`src/rtl/timer_reg_ctrl.sv`:
```
`default_nettype none
// ============================================================================
// Module      : timer_reg_ctrl
// Description : Software register port and architectural state for the timer
//               core (mtime, mtimecmp, core configuration, interrupt bits).
// Revision    : 1.0 - initial release
// ============================================================================
module timer_reg_ctrl #(
   parameter int unsigned AW            = 6,
   parameter logic [11:0] RST_PRESCALER = 12'd0,
   parameter logic [7:0]  RST_STEP      = 8'd1
) (
   input  logic          clk_i,
   input  logic          rst_ni,

   input  logic          reg_req_i,
   input  logic          reg_we_i,
   input  logic [AW-1:0] reg_addr_i,
   input  logic [31:0]   reg_wdata_i,
   output logic          reg_rvalid_o,
   output logic [31:0]   reg_rdata_o,
   output logic          reg_err_o,

   output logic          active_o,
   output logic [11:0]   prescaler_o,
   output logic [7:0]    step_o,
   output logic [63:0]   mtime_o,
   output logic [63:0]   mtimecmp_o,
   input  logic          tick_i,
   input  logic [63:0]   mtime_d_i,
   input  logic          intr_i,
   output logic          irq_o
);

   localparam logic [AW-1:0] c_ADDR_CTRL        = AW'(8'h00);
   localparam logic [AW-1:0] c_ADDR_CFG         = AW'(8'h04);
   localparam logic [AW-1:0] c_ADDR_MTIME_LO    = AW'(8'h08);
   localparam logic [AW-1:0] c_ADDR_MTIME_HI    = AW'(8'h0C);
   localparam logic [AW-1:0] c_ADDR_MTIMECMP_LO = AW'(8'h10);
   localparam logic [AW-1:0] c_ADDR_MTIMECMP_HI = AW'(8'h14);
   localparam logic [AW-1:0] c_ADDR_INTR_EN     = AW'(8'h18);
   localparam logic [AW-1:0] c_ADDR_INTR_STATE  = AW'(8'h1C);
   localparam logic [AW-1:0] c_ADDR_INTR_TEST   = AW'(8'h20);

   logic [31:0]   r_hi_shadow;
   logic          r_intr_enable;
   logic          r_intr_state;

   logic [AW-1:0] w_addr;
   logic          w_wr;
   logic          w_rd;
   logic          w_sel_ctrl;
   logic          w_sel_cfg;
   logic          w_sel_mtime_lo;
   logic          w_sel_mtime_hi;
   logic          w_sel_cmp_lo;
   logic          w_sel_cmp_hi;
   logic          w_sel_intr_en;
   logic          w_sel_intr_state;
   logic          w_sel_intr_test;
   logic          w_hit;
   logic [31:0]   w_rdata;
   logic          w_intr_enable_d;
   logic          w_intr_state_d;

   // Byte offsets are word aligned; the low two address bits never select.
   assign w_addr = reg_addr_i & ~AW'(3);
   assign w_wr   = reg_req_i &  reg_we_i;
   assign w_rd   = reg_req_i & ~reg_we_i;

   assign w_sel_ctrl       = (w_addr == c_ADDR_CTRL);
   assign w_sel_cfg        = (w_addr == c_ADDR_CFG);
   assign w_sel_mtime_lo   = (w_addr == c_ADDR_MTIME_LO);
   assign w_sel_mtime_hi   = (w_addr == c_ADDR_MTIME_HI);
   assign w_sel_cmp_lo     = (w_addr == c_ADDR_MTIMECMP_LO);
   assign w_sel_cmp_hi     = (w_addr == c_ADDR_MTIMECMP_HI);
   assign w_sel_intr_en    = (w_addr == c_ADDR_INTR_EN);
   assign w_sel_intr_state = (w_addr == c_ADDR_INTR_STATE);
   assign w_sel_intr_test  = (w_addr == c_ADDR_INTR_TEST);

   assign w_hit = w_sel_ctrl | w_sel_cfg | w_sel_mtime_lo | w_sel_mtime_hi |
                  w_sel_cmp_lo | w_sel_cmp_hi | w_sel_intr_en |
                  w_sel_intr_state | w_sel_intr_test;

   always_comb begin
      w_rdata = '0;
      if (w_sel_ctrl)       w_rdata = {31'd0, active_o};
      if (w_sel_cfg)        w_rdata = {8'd0, step_o, 4'd0, prescaler_o};
      if (w_sel_mtime_lo)   w_rdata = mtime_o[31:0];
      if (w_sel_mtime_hi)   w_rdata = r_hi_shadow;
      if (w_sel_cmp_lo)     w_rdata = mtimecmp_o[31:0];
      if (w_sel_cmp_hi)     w_rdata = mtimecmp_o[63:32];
      if (w_sel_intr_en)    w_rdata = {31'd0, r_intr_enable};
      if (w_sel_intr_state) w_rdata = {31'd0, r_intr_state};
   end

   // Set sources (core event, test write) win over a same-cycle W1C.
   assign w_intr_state_d = (r_intr_state & ~(w_wr & w_sel_intr_state & reg_wdata_i[0]))
                         | intr_i
                         | (w_wr & w_sel_intr_test & reg_wdata_i[0]);
   assign w_intr_enable_d = (w_wr & w_sel_intr_en) ? reg_wdata_i[0] : r_intr_enable;

   always_ff @(posedge clk_i or negedge rst_ni) begin
      if (!rst_ni) begin
         reg_rvalid_o <= 1'b0;
         reg_rdata_o  <= '0;
         reg_err_o    <= 1'b0;
      end else begin
         reg_rvalid_o <= reg_req_i;
         reg_rdata_o  <= w_rd ? w_rdata : '0;
         reg_err_o    <= reg_req_i & ~w_hit;
      end
   end

   always_ff @(posedge clk_i or negedge rst_ni) begin
      if (!rst_ni) begin
         active_o    <= 1'b0;
         prescaler_o <= RST_PRESCALER;
         step_o      <= RST_STEP;
         mtimecmp_o  <= '1;
      end else begin
         if (w_wr && w_sel_ctrl) active_o <= reg_wdata_i[0];
         if (w_wr && w_sel_cfg) begin
            prescaler_o <= reg_wdata_i[11:0];
            step_o      <= reg_wdata_i[23:16];
         end
         if (w_wr && w_sel_cmp_lo) mtimecmp_o[31:0]  <= reg_wdata_i;
         if (w_wr && w_sel_cmp_hi) mtimecmp_o[63:32] <= reg_wdata_i;
      end
   end

   // A software write to either mtime half drops that cycle's tick.
   always_ff @(posedge clk_i or negedge rst_ni) begin
      if (!rst_ni) begin
         mtime_o     <= '0;
         r_hi_shadow <= '0;
      end else begin
         if (w_wr && w_sel_mtime_lo) begin
            mtime_o[31:0] <= reg_wdata_i;
         end else if (w_wr && w_sel_mtime_hi) begin
            mtime_o[63:32] <= reg_wdata_i;
         end else if (tick_i) begin
            mtime_o <= mtime_d_i;
         end
         if (w_rd && w_sel_mtime_lo) r_hi_shadow <= mtime_o[63:32];
      end
   end

   always_ff @(posedge clk_i or negedge rst_ni) begin
      if (!rst_ni) begin
         r_intr_enable <= 1'b0;
         r_intr_state  <= 1'b0;
         irq_o         <= 1'b0;
      end else begin
         r_intr_enable <= w_intr_enable_d;
         r_intr_state  <= w_intr_state_d;
         irq_o         <= w_intr_state_d & w_intr_enable_d;
      end
   end

endmodule
`default_nettype wire
```
`config.mk`:
```
export PLATFORM = sky130hd
export DESIGN_NAME = timer_reg_ctrl
export DESIGN_NICKNAME = d
export VERILOG_FILES = /design/src/rtl/timer_reg_ctrl.sv
export SDC_FILE = /design/constraint.sdc
export NUM_CORES = 1
export LEC_CHECK = 0
export ABC_CLOCK_PERIOD_IN_PS = 1300
export BUFFER_PORTS_ARGS = -buffer_cell sky130_fd_sc_hd__buf_2
export CAP_MARGIN = 20
export CORE_AREA = 2 2 199 103
export DETAILED_ROUTE_END_ITERATION = 16
export DIE_AREA = 0 0 201 105
export PLACE_DENSITY = 0.87
export SLEW_MARGIN = 20
export SYNTH_ARGS = -nofsm -noshare
export SYNTH_HDL_FRONTEND = slang
export SYNTH_SLANG_ARGS = --single-unit
```
`constraint.sdc`:
```
create_clock -name clk_i -period 1.3 [get_ports clk_i]
set_input_delay 0.065 -clock clk_i [delete_from_list [all_inputs] [get_ports clk_i]]
set_output_delay 0.065 -clock clk_i [all_outputs]
set_load 0.05 [all_outputs]
```
Word-level counts from Yosys, hierarchy flattened
Cells that the tools add are included.
Cells by class
  add/sub/neg operators: 0
  multiply operators: 0
  divide/modulo/power cells: 0
  magnitude comparators: 0
  equality and inequality tests: 9
  shifts and indexed selects: 0
  mux-type cells: 14
  bitwise logic cells: 24
  reduce and logical (&&, ||, !) cells: 12
Operator list (count)
  32-bit 2-to-1 mux: 10
  64-bit 2-to-1 mux: 1
  24-bit 2-to-1 mux: 1
  4-bit by 3-bit == test with 1-bit output, second input constant: 4
  1-bit AND: 10
  1-bit bitwise OR: 10
  4-bit by 2-bit == test with 1-bit output, second input constant: 2
  1-bit logical AND: 7
  6-bit zero test: 1
  4-bit by 1-bit == test with 1-bit output, second input constant: 1
  4-bit == test, second input constant: 1
  1-bit inverter: 4
  2-bit AND reduction: 2
  2-bit nonzero test: 2
  1-bit 2-to-1 mux: 2
  2-bit inequality test, second input constant: 1
Word-level totals
  register bits: 218
  latch bits: 0
  RAM bits: 0
  memory bits (read-only): 0
  bits of input ports: 108
  output and inout bits: 184
  logic and storage cells: 73
  memories kept: 0

Longest topological paths before layout
  depth in word-level cells: 11
  mapped depth: 7
  mapped depth without buffers: 4

Worst setup path before layout
No wires, ideal clock.
  path kind: input to register
  start: input port reg_addr_i[4]
  end: register mtime_o[30]
  library setup time: 128 ps
  arrival: 1402 ps
  data required time: 1172 ps
  path slack: -229 ps
  cell stages on the path: 6
  buffers on the path: 2
  cell sequence: and4bb_4 -> and3_1 -> buf_6 -> a21o_1 -> buf_2 -> mux2_1
On the way
  cells in the longest elaborated chain, start to end: 4
  elaborated cells between the ends (all ways): 8
  classes of those cells: eq/ne: 3; mux: 1; reduce/logical: 4
Ends and longest elaborated chain
  start: declaration: RTL line 18  | input logic [AW-1:0] reg_addr_i,
  4-bit by 2-bit == test with 1-bit output (on tied branches): RTL line 73, 74
  1-bit logical AND (on tied branches): RTL line 138, 140
  2-bit inequality test (no line) or 2-bit nonzero test (tied branches)
  2-bit AND reduction (no line)
  end signal: assignment: RTL line 139  | mtime_o[31:0] <= reg_wdata_i;
  end signal: assignment: RTL line 143  | mtime_o <= mtime_d_i;
  end: declaration: RTL line 27  | output logic [63:0] mtime_o,
Parallel ways exist; a longest one is shown, timed or not.
A chain may end at the register's enable or synchronous reset.

Worst setup path in the final report
  start: register mtime_o[16]
  end: register reg_rdata_o[16]
On the way
  cells in the longest elaborated chain, start to end: 7
Ends and longest elaborated chain
  32-bit 2-to-1 mux: RTL line 89  | if (w_sel_mtime_lo) w_rdata = mtime_o[31:0];
  32-bit 2-to-1 mux: RTL line 90  | if (w_sel_mtime_hi) w_rdata = r_hi_shadow;
  32-bit 2-to-1 mux: RTL line 91  | if (w_sel_cmp_lo) w_rdata = mtimecmp_o[31:0];
  32-bit 2-to-1 mux: RTL line 92  | if (w_sel_cmp_hi) w_rdata = mtimecmp_o[63:32];
  32-bit 2-to-1 mux: RTL line 93  | if (w_sel_intr_en) w_rdata = {31'd0, r_intr_enable};
  32-bit 2-to-1 mux: RTL line 94  | if (w_sel_intr_state) w_rdata = {31'd0, r_intr_state};
  32-bit 2-to-1 mux: RTL line 110  | reg_rdata_o <= w_rd ? w_rdata : '0;
  end signal: assignment: RTL line 110
  end: declaration: RTL line 21  | output logic [31:0] reg_rdata_o,
No other way between the ends.

==> run metrics <==
Pins Over Slew Limit 0; PwrDens 1520 mW/mm2; Synth-to-Final Area Change 46.9%; Int Power approximately 14 mW; most common cell after layout, fill and taps aside buf_2; Async S/R FF share, synth 1.00; Clock Skew 16.6 ps; type of the tightest min-delay check in2async; Crit Reg-Reg Startpoint mtime_o[16]; critical path startpoint category flop; initial DRC count roughly 690; Max Cap Viol 0; Placed Cells incl. Taps roughly 1,300; CP required 1670 ps; Synth top area share 0.384; Max VDD drop just over 1000 uV; CTS H-tree depth 1; setup ws final -63.8 ps; synthesis-stage register bit count about 220; Hold Vio Cnt, Final 0; Crit. Startpoint mtime_o[16]; count of input and output buffers about 290; YS warnings 0; clock root buffer clkbuf_16; Post-DRT Antenna Nets 0; First-pass DRT Iterations 7; status finished with violations; Max Freq about 730 MHz; Clock Latency Late Sink about 500 ps; clock transition at the registers of the reported paths roughly 70 ps; Clock Sinks roughly 220; commonest non-fill, non-tap cells in the layout 222 x buf_2, 206 x mux2_1, 134 x dfrtp_1, 100 x dlygate4sd3_1, 65 x dfstp_2; residual DRC count 0; initial antenna violation count 1; actual slew at the worst max-slew pin roughly 440 ps; Combinational Power Share 0.319; Sw Share 0.364; leakage a little under 7 nW; non-filler cells, final 1,428; ranking of synthesized cells by area dfrtp_1 38%, mux2_1 25%, dfstp_2 17%; Worst setup EP type flop; failing checks setup timing; Die Y ~110 um; Initial Utilization 0.518; part of the power in registers 0.409; EDFF count, synth 0; Die Width roughly 200 um; Cell Area, Synth about 0.01 mm2; DR WL/cell around 26 um; pin count of the biggest net entering global routing between 40 and 50; normalized max-slew margin 0.706; synth unique cells 38; clock period minus worst slack 1360 ps; area leader, netlist dfrtp_1; sequential area share after synthesis 0.556; CP Data Arrival Time 1730 ps; Tcrit/Tclk final 1.05; grt total ovfl 0; total vias in the final route approximately 8,500; Mapped Nets ~830; core region area approximately 0.019 mm2; unrepaired setup endpoints after global routing true; global-route usage over all layers 0.317; first-pass GRT wire length between 50 and 60 mm; NumNets Final 1,256; crit-path max FO 3; row count 36; syn_area_per_cell roughly 14 um2; vias per inst roughly 6.0; Die Area roughly 0.021 mm2; most used flip-flop cell after synthesis dfrtp_1; Power, Total around 22 mW; CTS Buffer Depth 3; Routed WL around 37 mm; CTS tree yes; dpl hpwl ~21 mm; Ports a little under 300; vias in the first global route roughly 9,000; net switching power slightly above 8 mW; kind of critical path reg2reg; filler cell count 1,046; CTS buffer count 21; share of cells above drive strength 1 0.481; Synth Instances ~720; clock network power share 0.272; setup violators final 13; RD Place Congestion 0.866
## state kept, by name (all words and copies together), names as in the netlist
name / cells
irq_o: 1
prescaler_o: 12
reg_rvalid_o: 1
active_o: 1
reg_rdata_o: 32
r_intr_enable: 1
reg_err_o: 1
mtime_o: 64
r_intr_state: 1
step_o: 8
mtimecmp_o: 64
r_hi_shadow: 32
## critical path: stages (launching register included)
cell and delay (ps):
dfrtp_2 420, mux2_4 270, a22o_1 200, a22oi_1 220, a21oi_1 120
## repair_timing
item	in CTS	in global routing
cloned	0	1
endpoints found under the setup margin	72	54
endpoints found under the hold margin	317	0
resized for setup	107	59
setup buffers	0	9
pin swaps	0	1
hold buffers	100	0
## power groups by stage
stage	sequential, mW	combinational (mW)	clock, mW
floorplan	11.6	1.40	0
global placement	8.84	5.79	0
detailed placement	8.93	5.91	0
CTS	8.89	6.56	5.96
global route	9.17	7.31	6.36
finish	9.07	7.08	6.04
## final timing paths
path                              endpoint  slack [ps]  cells past startpoint
max                        reg_rdata_o[16]         -60                      4
min in group clk_i          reg_rdata_o[0]         120                      5
max reg2reg                reg_rdata_o[16]         -60                      4
min                             mtime_o[4]          70                      2
max in group asynchronous        step_o[0]         560                      3
min reg2reg                 r_hi_shadow[5]         490                      1
## layout make-up
class | count | area (um2) | share of cell area
antenna | 1 | 2.50 | 0.000171
clock inverter | 3 | 42.5 | 0.00291
inverter | 3 | 11.3 | 0.000769
clock buffer | 33 | 601 | 0.0410
multi-input combinational | 445 | 4270 | 0.291
sequential | 218 | 5560 | 0.380
tap | 266 | 333 | 0.0227
timing repair buffer | 459 | 3820 | 0.261
## routing by layer
metal  global-route usage  part of all wire
met5                    0                 0
met4                0.169             0.065
met3               0.0733             0.088
met2                0.540              0.48
met1                0.377              0.36
## cell usage after synthesis, types with 12 or more instances
| cell | number |
|---|---|
| a22o_1 | 19 |
| a22oi_1 | 30 |
| mux2_2 | 57 |
| mux2_1 | 219 |
| a21oi_1 | 34 |
| nand2_1 | 18 |
| dfstp_2 | 65 |
| o21ai_0 | 12 |
| clkbuf_1 | 24 |
| o21ai_1 | 12 |
| dfrtp_1 | 153 |
| buf_2 | 18 |
## logic make-up (layout without fill, tap and decap cells)
kind of cell           Yosys count  after routing  share of synthesized area
buffers and inverters           55            498                     0.0271
muxes                          278            278                      0.314
AOI/OAI and AO/OA              116            116                     0.0757
and+or+nand+nor                 51             51                     0.0276
DFF                            218            218                      0.556
other                            0              1                          0
## stage by stage
step	util	worst slack, ps	setup TNS, ps	hold WS (ps)	area [um2]
3_5_place_dp	0.642	-513	-49360	39.9	12400
2_1_floorplan	-	-223	-13830	-231	10100
3_3_place_gp	0.642	-476	-42750	36.6	12400
5_1_grt	0.761	-125	-754	88.6	14600
6_report	0.761	-63.8	-291	66.8	14600
4_1_cts	0.745	0.0488	0	40.5	14300
Power figures use the tool's default switching activity.
